## src/rtl/riscky_pkg.sv

```systemverilog
// Shared core-wide widths for the riscky pipeline.
package riscky_pkg;
    localparam int XLEN = 64;
    localparam int ILEN = 32;
endpackage

```

## src/rtl/fetch_stage.sv

```systemverilog
// Instruction fetch stage: one-outstanding-request fetch FSM feeding the IF/ID register.
//  state  | meaning
//  S_REQ  | imem_req_valid high, waiting for the handshake
//  S_WAIT | one request outstanding, waiting for its response
//  S_HOLD | response parked in the buffer while decode stalls
//  S_DROP | outstanding response belongs to a squashed path, discard it
module fetch_stage
    import riscky_pkg::*;
#(
    parameter logic [XLEN-1:0] RESET_VECTOR = '0
) (
    input  logic            clk,
    input  logic            rst,
    input  logic            pc_src_e,
    input  logic [XLEN-1:0] pc_target_e,
    input  logic            stall_d,
    input  logic            flush_d,
    output logic            imem_req_valid,
    input  logic            imem_req_ready,
    output logic [XLEN-1:0] imem_req_addr,
    input  logic            imem_rsp_valid,
    input  logic [ILEN-1:0] imem_rsp_data,
    output logic [ILEN-1:0] instr_d,
    output logic [XLEN-1:0] pc_d,
    output logic [XLEN-1:0] pc_plus4_d,
    output logic            valid_d
);
    localparam logic [ILEN-1:0] NOP = 32'h0000_0013;

    typedef enum logic [1:0] {S_REQ, S_WAIT, S_HOLD, S_DROP} state_t;

    state_t          r_state;
    state_t          w_state_nxt;
    logic [XLEN-1:0] r_pc_f;
    logic [XLEN-1:0] w_pc_f_nxt;
    logic [XLEN-1:0] w_pc_plus4_f;
    logic [ILEN-1:0] r_buf;
    logic [ILEN-1:0] w_buf_nxt;
    logic            w_hs;
    logic            w_outstanding;
    logic            w_load;
    logic            w_hold;
    logic [ILEN-1:0] w_load_instr;
    logic [ILEN-1:0] r_instr_d;
    logic [XLEN-1:0] r_pc_d;
    logic [XLEN-1:0] r_pc_plus4_d;
    logic            r_valid_d;

    assign imem_req_valid = (r_state == S_REQ) && !rst;
    assign imem_req_addr  = r_pc_f;
    assign w_hs           = imem_req_valid && imem_req_ready;
    assign w_pc_plus4_f   = r_pc_f + XLEN'(4);
    assign w_outstanding  = (r_state == S_WAIT) || (r_state == S_DROP) ||
                            ((r_state == S_REQ) && w_hs);

    always_comb begin
        w_state_nxt  = r_state;
        w_pc_f_nxt   = r_pc_f;
        w_buf_nxt    = r_buf;
        w_load       = 1'b0;
        w_hold       = 1'b0;
        w_load_instr = imem_rsp_data;
        if (pc_src_e) begin
            w_pc_f_nxt  = pc_target_e;
            w_state_nxt = (w_outstanding && !imem_rsp_valid) ? S_DROP : S_REQ;
        end else if (flush_d) begin
            // A response accepted under flush is dropped; pc_f stays so it is refetched.
            case (r_state)
                S_REQ:   if (w_hs) w_state_nxt = S_WAIT;
                S_WAIT:  if (imem_rsp_valid) w_state_nxt = S_REQ;
                S_HOLD:  w_state_nxt = S_REQ;
                S_DROP:  if (imem_rsp_valid) w_state_nxt = S_REQ;
                default: w_state_nxt = S_REQ;
            endcase
        end else begin
            w_hold = stall_d;
            case (r_state)
                S_REQ:   if (w_hs) w_state_nxt = S_WAIT;
                S_WAIT: begin
                    if (imem_rsp_valid) begin
                        if (stall_d) begin
                            w_buf_nxt   = imem_rsp_data;
                            w_state_nxt = S_HOLD;
                        end else begin
                            w_load      = 1'b1;
                            w_state_nxt = S_REQ;
                        end
                    end
                end
                S_HOLD: begin
                    if (!stall_d) begin
                        w_load       = 1'b1;
                        w_load_instr = r_buf;
                        w_state_nxt  = S_REQ;
                    end
                end
                S_DROP:  if (imem_rsp_valid) w_state_nxt = S_REQ;
                default: w_state_nxt = S_REQ;
            endcase
            if (w_load) w_pc_f_nxt = w_pc_plus4_f;
        end
    end

    always_ff @(posedge clk) begin
        if (rst) begin
            r_state      <= S_REQ;
            r_pc_f       <= RESET_VECTOR;
            r_buf        <= '0;
            r_instr_d    <= NOP;
            r_pc_d       <= '0;
            r_pc_plus4_d <= '0;
            r_valid_d    <= 1'b0;
        end else begin
            r_state <= w_state_nxt;
            r_pc_f  <= w_pc_f_nxt;
            r_buf   <= w_buf_nxt;
            if (w_load) begin
                r_instr_d    <= w_load_instr;
                r_pc_d       <= r_pc_f;
                r_pc_plus4_d <= w_pc_plus4_f;
                r_valid_d    <= 1'b1;
            end else if (!w_hold) begin
                r_instr_d    <= NOP;
                r_pc_d       <= '0;
                r_pc_plus4_d <= '0;
                r_valid_d    <= 1'b0;
            end
        end
    end

    assign instr_d    = r_instr_d;
    assign pc_d       = r_pc_d;
    assign pc_plus4_d = r_pc_plus4_d;
    assign valid_d    = r_valid_d;
endmodule
```

## config.mk

```make
export PLATFORM = sky130hd
export DESIGN_NAME = fetch_stage
export DESIGN_NICKNAME = d
export VERILOG_FILES = /design/src/rtl/riscky_pkg.sv /design/src/rtl/fetch_stage.sv
export SDC_FILE = /design/constraint.sdc
export NUM_CORES = 1
export LEC_CHECK = 0
export ABC_AREA = 1
export BUFFER_PORTS_ARGS = -buffer_cell sky130_fd_sc_hd__buf_2
export CAP_MARGIN = 0
export CORE_MARGIN = 4
export CORE_UTILIZATION = 30
export CTS_CLUSTER_DIAMETER = 30
export DETAILED_ROUTE_END_ITERATION = 8
export GPL_TIMING_DRIVEN = 0
export HOLD_SLACK_MARGIN = 0.03
export REMOVE_ABC_BUFFERS = 1
export SKIP_CTS_REPAIR_TIMING = 1
export SYNTH_ARGS = -nofsm -noshare
export SYNTH_HDL_FRONTEND = slang
export SYNTH_SLANG_ARGS = --single-unit
export TNS_END_PERCENT = 30
```

## constraint.sdc

```tcl
create_clock -name clk -period 1.7 [get_ports clk]
set_input_delay 0.34 -clock clk [delete_from_list [all_inputs] [get_ports clk]]
set_output_delay 0.34 -clock clk [all_outputs]
set_load 0.02 [all_outputs]
```

==> results.cfg <==
[outcome]
status = finished with violations
violations = setup timing

[synthesis]
synth_top_flop_cell = dfxtp_1
synthAdderAreaFrac_pct = 0.612
synth_area_sq_um = 12300
synth_top_area_share_pct = 42.0
yosys.area.top_type = dfxtp_1
synth_cell_types = 35
synthArstFlopShare_pct = 0
seq_area_frac_synth_pct = 42.0
synth_top_family_by_area = simple AND/OR/NAND/NOR gates
ys_ff_latch = 257
synth-xor-area-share_pct = 1.29
synth_edf_count = 0
yosys_warnings = 0
synth-simple-area-share_pct = 30.6
yosysMostFrequentCell = nand2_1
synthMuxAreaShare_pct = 0
syn_avg_cell_area_sq_um = 6.73
yosys-top-cells-area = dfxtp_1 42%, nand2_1 20%, a21oi_1 8.7%, inv_1 4.9%, nor2_1 3.9%
synthCells = 1822
yosys-top-cells-count = 642 x nand2_1, 257 x dfxtp_1, 214 x a21oi_1
synth_compound_area_share_pct = 16.3

[floorplan]
die_area_sq_um = 44200
rows = 73
coreArea_sq_um = 40100
die_w_microns = 210
boundaryPins = 329
die-height_microns = 210
start_util_pct = 30.6

[cts]
cts_buffer_depth = 3
cts.sinks = 257
clk_pin_slew_ps = 40
cts_tree = yes
clock_latency_ps = 590
root_buffer = clkbuf_16
cts-buffers-inserted = 72
h-tree-depth = 3

[cells_and_area]
fillers = 4004
finish.instance_area_sq_um = 18700
utilization_pct = 46.5
drive_gt1_share_pct = 34.8
nets = 2323
synthToLayoutAreaGrowth_pct = 52.2

[setup_path]
critPathArrivalTime_ps = 2300
worstSetupPathType = reg2reg
cp.required_ps = 2190
worstSetupEndpointType = flip-flop
cp_max_fo = 8
startpoint_type = flip-flop

[route]
drc_errors = 0
dr_total_vias = 13700
postRouteAntennaNets = 0
routedWlPerCell_microns = 18.3
first_iter_violations = 850
wirelength_microns = 51200
via_per_inst = 4.88
dr.pass1.iters = 4

[power_and_ir_drop]
vdd_ir_drop_max_v = 0.000761
power.density_nw_per_um2 = 1110
power_leakage_nw = 8.05

[sta]
setup-violations-final = 144
slew_headroom_pct = 56.0
skew_ps = 17.8
fmax_ghz = 0.553
fin_ws_ps = -110
worstMarginPinSlew_ps = 659
maxSlewViolCount = 0
period_share_pct = 106
period_needed_ps = 1810
hold_viol_final = 0
rsz0062_at_grt = yes

[global_route]
grt_pass1_wl_microns = 69200
antenna_found_initial = 4
grt_max_degree = 126
track_usage_pct = 19.6
grt_pass1_vias = 12300
grt-ovfl-total = 0

[placement]
place_area_sq_um = 14200
gp_congestion = 0.841
port_buffers = 328
dp_slack_ps = -1880
hpwlAfterDp_microns = 31900

[flow_run]
cap_violations = 0

[min_path]
hp-class = in2reg
[metal layers]
metal | vias up | GRT usage [%] | wire, microns
li1 | 6639 | - | -
met1 | 6464 | 25.5 | 22200
met2 | 467 | 31.2 | 23900
met3 | 82 | 4.94 | 3610
met4 | 2 | 8.24 | 1450
met5 | - | 0 | 13
[layout by cell type, fill, tap and decap left out, types with 19 or more instances in the layout]
| cell | n |
|---|---|
| nor2_1 | 97 |
| nand2_2 | 46 |
| o21ai_0 | 73 |
| a211oi_1 | 26 |
| dfxtp_4 | 19 |
| nor2_2 | 22 |
| buf_4 | 30 |
| inv_1 | 154 |
| a21oi_2 | 35 |
| nand3_1 | 48 |
| dfxtp_2 | 35 |
| nand2_1 | 591 |
| buf_2 | 324 |
| clkbuf_16 | 83 |
| o21ai_1 | 34 |
| nand2_4 | 30 |
| dfxtp_1 | 203 |
| nor2_4 | 36 |
| a21oi_1 | 177 |
| a31oi_1 | 19 |
[critical path, cell delays in order (launching register included)]
cell     delay, ps
dfxtp_4        360
inv_4           90
ha_4           160
nand2_4         60
nand2_4         70
nand3_4        100
nor2_4         150
buf_12         140
buf_12         150
inv_16          60
a21oi_4        110
o21ai_2         80
a31oi_1        160
[sequential cells by signal, indices dropped and copies added, names as in the netlist]
signal and flops:
pc_plus4_d 62, instr_d 32, imem_req_addr 64, r_buf 32, valid_d 1, pc_d 64
r_state 2
[area by class of cell]
type | instances | area [sq um] | area share, %
Multi-Input combinational cell | 1302 | 6810 | 36.5
Timing Repair inverter | 1 | 8.76 | 0.0470
Antenna cell | 3 | 7.51 | 0.0402
Inverter | 170 | 711 | 3.81
Clock buffer | 89 | 1900 | 10.2
Tap cell | 525 | 657 | 3.52
Clock inverter | 40 | 488 | 2.62
Timing Repair Buffer | 410 | 2810 | 15.1
Sequential cell | 257 | 5260 | 28.2
[per-stage QoR]
| step | TNS, ps | hold slack, ps | power [mW] | instances |
|---|---|---|---|---|
| 2_1_floorplan | -298280 | 409 | 6.89 | 1727 |
| 3_5_place_dp | -273960 | 444 | 7.48 | 2587 |
| 6_report | -5700 | 24.8 | 20.7 | 2797 |
| 3_3_place_gp | -1013840 | 437 | 7.45 | 2580 |
| 4_1_cts | -153840 | -37.8 | 20.8 | 2716 |
| 5_1_grt | -22270 | 33.4 | 21.5 | 2797 |
[final timing paths]
path	cells after the start	slack (ps)	start	to
hold reg to reg	2	450	r_buf[4]$_SDFFE_PP0P_	r_buf[4]$_SDFFE_PP0P_
setup reg to reg	12	-110	r_state[1]$_SDFFE_PP0P_	imem_req_addr[14]$_SDFFE_PP0P_
setup / recovery	12	-110	r_state[1]$_SDFFE_PP0P_	imem_req_addr[14]$_SDFFE_PP0P_
hold / removal	3	20	pc_target_e[6]	imem_req_addr[6]$_SDFFE_PP0P_
[power by group]
group / switching (mW) / total [mW] / leakage (nW) / internal [mW]
Clock: 4.26 / 13.1 / 1.15 / 8.89
Combinational: 0.800 / 1.24 / 4.78 / 0.444
Sequential: 0.202 / 6.36 / 2.11 / 6.15
Total: 5.27 / 20.7 / 8.05 / 15.5
[logic make-up (layout without fill, tap and decap cells)]
kind of cell,count (synthesis),after routing
buffers and inverters,265,710
AND/OR/NAND/NOR,899,901
AO/OA/AOI/OAI,377,377
adder cells (fa/ha/maj),6,6
other,0,3
flip-flops,257,257
XOR/XNOR,18,18
(Power assumes the default switching activity.)
